File: src/rtl/ring_pkg.sv
// ring_pkg: shared definitions for the ring counter and its monitor.
//   NUM_BITS : width of the one-hot ring word
//   IDX_W    : width of a binary index into that word
//   state_t  : monitor lock FSM states
//   rotl()   : rotate-left with MSB wrapping into the LSB
//   onehot() : true when exactly one bit is set
package ring_pkg;

  localparam int NUM_BITS = 4;
  localparam int IDX_W    = (NUM_BITS > 1) ? $clog2(NUM_BITS) : 1;

  typedef enum logic [1:0] {HUNT, VERIFY, LOCKED} state_t;

  function automatic logic [NUM_BITS-1:0] rotl(input logic [NUM_BITS-1:0] w);
    return {w[NUM_BITS-2:0], w[NUM_BITS-1]};
  endfunction

  // w & (w-1) clears the lowest set bit; zero afterwards means at most one bit.
  function automatic logic onehot(input logic [NUM_BITS-1:0] w);
    return (w != '0) && ((w & (w - 1'b1)) == '0);
  endfunction

endpackage

File: src/rtl/onehot_to_index.sv
// onehot_to_index: combinational encoder for a ring word.
//   word_i      : candidate one-hot word
//   index_o     : OR of the positions of all set bits (exact when one-hot)
//   is_onehot_o : exactly one bit of word_i is set
module onehot_to_index
  import ring_pkg::*;
(
  input  logic [NUM_BITS-1:0] word_i,
  output logic [IDX_W-1:0]    index_o,
  output logic                is_onehot_o
);

  always_comb begin
    index_o = '0;
    for (int i = 0; i < NUM_BITS; i++) begin
      if (word_i[i]) index_o = index_o | IDX_W'(i);
    end
  end

  assign is_onehot_o = onehot(word_i);

endmodule

File: src/rtl/ring_counter_monitor.sv
// ring_counter_monitor: receive-side checker for a one-hot shifting ring
// counter. Samples the ring word each clock, decodes it, tracks sequence
// lock and counts illegal words/transitions.
//   clk_i       : clock, rising edge
//   rst_ni      : async active-low reset
//   ring_i      : one-hot word from the counter
//   load_seen_i : counter load strobe; current word is a legal restart point
//   clear_err_i : synchronous clear of err_count_o (wins over an error)
//   index_o     : position of set bit in last one-hot sample (held otherwise)
//   valid_o     : last sample was one-hot
//   locked_o    : FSM in LOCKED
//   seq_err_o   : one-cycle error pulse
//   err_count_o : saturating error count
module ring_counter_monitor
  import ring_pkg::*;
#(
  parameter int LOCK_CNT = 4,
  parameter int ERR_W    = 8
) (
  input  logic                clk_i,
  input  logic                rst_ni,
  input  logic [NUM_BITS-1:0] ring_i,
  input  logic                load_seen_i,
  input  logic                clear_err_i,
  output logic [IDX_W-1:0]    index_o,
  output logic                valid_o,
  output logic                locked_o,
  output logic                seq_err_o,
  output logic [ERR_W-1:0]    err_count_o
);

  localparam int GW = (LOCK_CNT > 1) ? $clog2(LOCK_CNT) : 1;
  localparam logic [GW-1:0] GOOD_LAST = GW'(LOCK_CNT - 1);

  state_t              state_q, state_d;
  logic [GW-1:0]       good_q, good_d;
  logic [NUM_BITS-1:0] prev_q;
  logic [IDX_W-1:0]    index_q;
  logic                valid_q, locked_q, seq_err_q;
  logic [ERR_W-1:0]    err_q, err_d;

  logic [IDX_W-1:0]    dec_idx;
  logic                dec_oh;
  logic                legal, err_evt;

  onehot_to_index u_dec (
    .word_i      (ring_i),
    .index_o     (dec_idx),
    .is_onehot_o (dec_oh)
  );

  // A repeated word is never legal: the counter shifts every clock.
  assign legal = dec_oh && (load_seen_i || (ring_i == rotl(prev_q)));

  always_comb begin
    state_d = state_q;
    good_d  = good_q;
    err_evt = 1'b0;
    unique case (state_q)
      HUNT: begin
        if (dec_oh) begin
          state_d = VERIFY;
          good_d  = '0;
        end
      end
      VERIFY: begin
        if (!legal) begin
          state_d = HUNT;
          err_evt = 1'b1;
        end else if (good_q == GOOD_LAST) begin
          state_d = LOCKED;
        end else begin
          good_d = good_q + 1'b1;
        end
      end
      LOCKED: begin
        if (!legal) begin
          state_d = HUNT;
          err_evt = 1'b1;
        end
      end
      default: state_d = HUNT;
    endcase
  end

  always_comb begin
    err_d = err_q;
    if (clear_err_i)                  err_d = '0;
    else if (err_evt && (~err_q != '0)) err_d = err_q + 1'b1;
  end

  always_ff @(posedge clk_i or negedge rst_ni) begin
    if (!rst_ni) begin
      state_q   <= HUNT;
      good_q    <= '0;
      prev_q    <= '0;
      index_q   <= '0;
      valid_q   <= 1'b0;
      locked_q  <= 1'b0;
      seq_err_q <= 1'b0;
      err_q     <= '0;
    end else begin
      state_q   <= state_d;
      good_q    <= good_d;
      prev_q    <= ring_i;
      valid_q   <= dec_oh;
      if (dec_oh) index_q <= dec_idx;
      locked_q  <= (state_d == LOCKED);
      seq_err_q <= err_evt;
      err_q     <= err_d;
    end
  end

  assign index_o     = index_q;
  assign valid_o     = valid_q;
  assign locked_o    = locked_q;
  assign seq_err_o   = seq_err_q;
  assign err_count_o = err_q;

endmodule

File: config.mk
export PLATFORM = sky130hd
export DESIGN_NAME = ring_counter_monitor
export DESIGN_NICKNAME = d
export VERILOG_FILES = /design/src/rtl/ring_pkg.sv /design/src/rtl/onehot_to_index.sv /design/src/rtl/ring_counter_monitor.sv
export SDC_FILE = /design/constraint.sdc
export NUM_CORES = 1
export LEC_CHECK = 0
export ABC_AREA = 1
export CELL_PAD_IN_SITES_DETAIL_PLACEMENT = 0
export CELL_PAD_IN_SITES_GLOBAL_PLACEMENT = 2
export CORE_MARGIN = 4
export CORE_UTILIZATION = 30
export CTS_CLUSTER_DIAMETER = 50
export DETAILED_ROUTE_END_ITERATION = 16
export GPL_ROUTABILITY_DRIVEN = 0
export HOLD_SLACK_MARGIN = 0.1
export PLACE_DENSITY = 0.89
export SLEW_MARGIN = 10
export SYNTH_ARGS = -nofsm -noshare
export SYNTH_HDL_FRONTEND = slang
export SYNTH_SLANG_ARGS = --single-unit
File: constraint.sdc
create_clock -name clk_i -period 1.78 [get_ports clk_i]
set_clock_uncertainty 0.2 [all_clocks]
set_input_delay 0.445 -clock clk_i [delete_from_list [all_inputs] [get_ports clk_i]]
set_output_delay 0.445 -clock clk_i [all_outputs]
set_load 0.01 [all_outputs]
==> flow_summary_export.csv <==
group,metric,value,unit
synth,yosysWarnings,0,
layout,num_antenna_cells,0,
floorplan,core,3770,µm²
setup_path,worst-r2r-setup-slack,0.1,ns
job,maxCapViolations,0,
grt,antenna_found_initial,0,
grt,grt_pass1_vias,1104,
clock_tree,cts_root_buffer,"clkbuf_8",
setup_path,critical_path_required,1.73,ns
setup_path,r2r_start,"err_count_o[0]",
min_path,hold_path_class,"in -> reg",
floorplan,ios,21,
setup_path,crit_arrival,1.63,ns
sta,relSlewSlack,80.4,%
detailed_routing,drtAntennaViolNets,0,
clock_tree,clk_pin_slew,0.08,ns
grt,overflow,0,
detailed_routing,num_vias,1142,
power,power_density,885,nW/µm²
grt,grt_max_degree,22,
power,p_leak,0.959,nW
layout,syn2layout_area_growth,39.5,%
grt,grt_pass1_wl,4.76,mm
floorplan,num_rows,22,
sta,whs,0.287,ns
min_path,hold_end,"prev_q[2]",
clock_tree,htreeDepth,1,
synth,synthCells,152,
synth,syn_area,1210,µm²
sta,fmax,594,MHz
synth,ys_seq_area_share,43.3,%
place,io_buffers,20,
setup_path,crit_type,"reg -> reg",
floorplan,fp.dieH,71.6,µm
layout,final.fill_count,371,
detailed_routing,vias_per_cell,4.66,
detailed_routing,post_drt_wl_per_cell,11.3,µm
clock_tree,cts_buffers,3,
min_path,hold_start,"ring_i[2]",
clock_tree,ctsHoldBuffers,0,
detailed_routing,drtIter0Drc,36,
sta,drv_slew,0,
detailed_routing,first_pass_iters,4,
synth,synth_cell_types,25,
layout,layout.nets,212,
clock_tree,cts.sink_count,21,
sta,finalSetupViolations,0,
floorplan,die_x,71.6,µm
floorplan,die_area,5130,µm²
power,peakVddDrop,0.466,mV
sta,finalHoldViolCount,0,
synth,synth_seq_cells,21,
setup_path,worstSetupStartpointType,"flip-flop",
setup_path,endpoint_kind,"flip-flop",
setup_path,r2r_end,"err_count_o[5]",
detailed_routing,drc,0,
clock_tree,clk_path_buf_depth,2,
status,status,"finished, final reports clean",
layout,drive_gt1_share,22.8,%
setup_path,reg2regPathDepth,9,
detailed_routing,drt-total-wl,2.77,mm
min_path,hold-path-cell-count,1,
layout,fin_util,44.9,%
setup_path,worstPathMaxFanout,8,
clock_tree,cts_tree,"done",
synth,avgSynthCellArea,7.98,µm²
floorplan,start_util,32.2,%
sta,min_period,1.68,ns
clock_tree,clk_latency,0.26,ns
synth,syn_nets,166,
power,totalPowerFinal,1.50,mW
sta,period_share,94.5,%
grt,grt_use_total,11.2,%
place,dp.final_hpwl,2.06,mm
sta,worst_pin_slew,0.292,ns
[stage by stage]
| step | instances | cell area (µm²) | TNS (ns) | setup slack, ns |
|---|---|---|---|---|
| finish | 245 | 1690 | 0 | 0.0978 |
| global route | 245 | 1690 | -0.0538 | -0.0233 |
| CTS | 242 | 1640 | 0 | 0.00182 |
| detailed placement | 234 | 1580 | -6.30 | -0.467 |
| global placement | 234 | 1580 | -6.06 | -0.454 |
| floorplan | 152 | 1210 | 0 | 0.189 |
[sequential cells by signal, indices dropped and copies added, names as in the netlist]
signal       flops
err_count_o      8
prev_q           4
good_q           2
index_o          2
state_q          2
locked_o         1
seq_err_o        1
valid_o          1
[cell usage in the layout, fill, tap and decap left out, types with 4 or more instances in the layout]
cell type and n:
ha_1 5, nand3_1 13, buf_4 21, nand2_4 4
inv_1 18, dlygate4sd2_1 13, dfrtp_1 19, nand2_1 46
nor2_1 13, xor2_1 4
[timing repair]
item                       in CTS  in global routing
pin swaps                       1                  4
setup endpoints to repair      23                 12
gates resized for setup        16                  8
gates cloned                    0                  1
buffers inserted                4                  2
[critical path, cell delays in order, from the launching register on]
cell and delay [ns]:
dfrtp_1 0.37, buf_4 0.14, ha_2 0.18, nand2_2 0.09, nor2_4 0.11, nand3_2 0.12
nand3_4 0.14, nand2_4 0.09, nand2_1 0.07, nand2_1 0.05
[layer usage]
metal	share of wire, %	vias up	GRT usage [%]
met1	45	529	14.6
met2	49	38	18.6
li1	-	571	-
met3	5.3	4	2.95
met5	0	-	0
met4	0.90	0	2.71
[where the power goes]
group          total, mW  switching, mW  internal (mW)
clock network      0.312          0.156          0.156
logic              0.566          0.322          0.244
registers          0.621         0.0643          0.556
total               1.50          0.542          0.956
[cell usage after synthesis]
master | instances | area [µm²]
inv_2 | 3 | 11.3
nand4_4 | 1 | 21.3
inv_1 | 18 | 67.6
a31oi_1 | 1 | 6.26
a21boi_0 | 1 | 7.51
o21ai_1 | 1 | 5.00
nand2_4 | 4 | 45.0
o21ai_0 | 3 | 15.0
nor2_2 | 2 | 12.5
nand2_1 | 47 | 176
xnor2_1 | 1 | 8.76
clkbuf_1 | 1 | 3.75
a21oi_2 | 1 | 8.76
nand3_1 | 14 | 70.1
dfrtp_1 | 21 | 526
nand2_2 | 1 | 6.26
nand4_1 | 2 | 12.5
nand3_4 | 1 | 17.5
a21oi_1 | 2 | 10.0
nor3_1 | 2 | 10.0
ha_1 | 6 | 75.1
nor2_1 | 13 | 48.8
xor2_1 | 4 | 35.0
clkinv_1 | 1 | 3.75
nor3_2 | 1 | 10.0
[layout make-up]
class,instances,area (µm²),share of cell area (%)
repair buffers,41,349,20.6
inverters,22,82.6,4.88
clock inverters,1,5.00,0.296
well taps,48,60.1,3.55
clock buffers,3,41.3,2.44
multi-input cells,109,627,37.0
flip-flops and latches,21,528,31.2
[cell families (layout without fill, tap and decap cells)]
| group | after synthesis | count (layout) | share of synthesized area, % |
|---|---|---|---|
| adders and majority gates | 6 | 6 | 6.19 |
| AOI/OAI and AO/OA | 9 | 9 | 4.33 |
| xor gates and xnor gates | 5 | 5 | 3.61 |
| and+or+nand+nor | 88 | 89 | 35.5 |
| DFF | 21 | 21 | 43.3 |
| buffers and inverters | 23 | 67 | 7.11 |
[how the worst max path moves through the flow]
stage                               from             end  slack (ns)
after floorplan           err_count_o[0]  err_count_o[2]        0.19
after global placement         ring_i[2]  err_count_o[4]       -0.45
after detailed placement       ring_i[2]  err_count_o[6]       -0.47
after CTS                       locked_o        locked_o       0.002
after global routing      err_count_o[4]  err_count_o[1]       -0.02
final                     err_count_o[0]  err_count_o[5]         0.1
No activity file was read; power rests on OpenSTA's default activity.
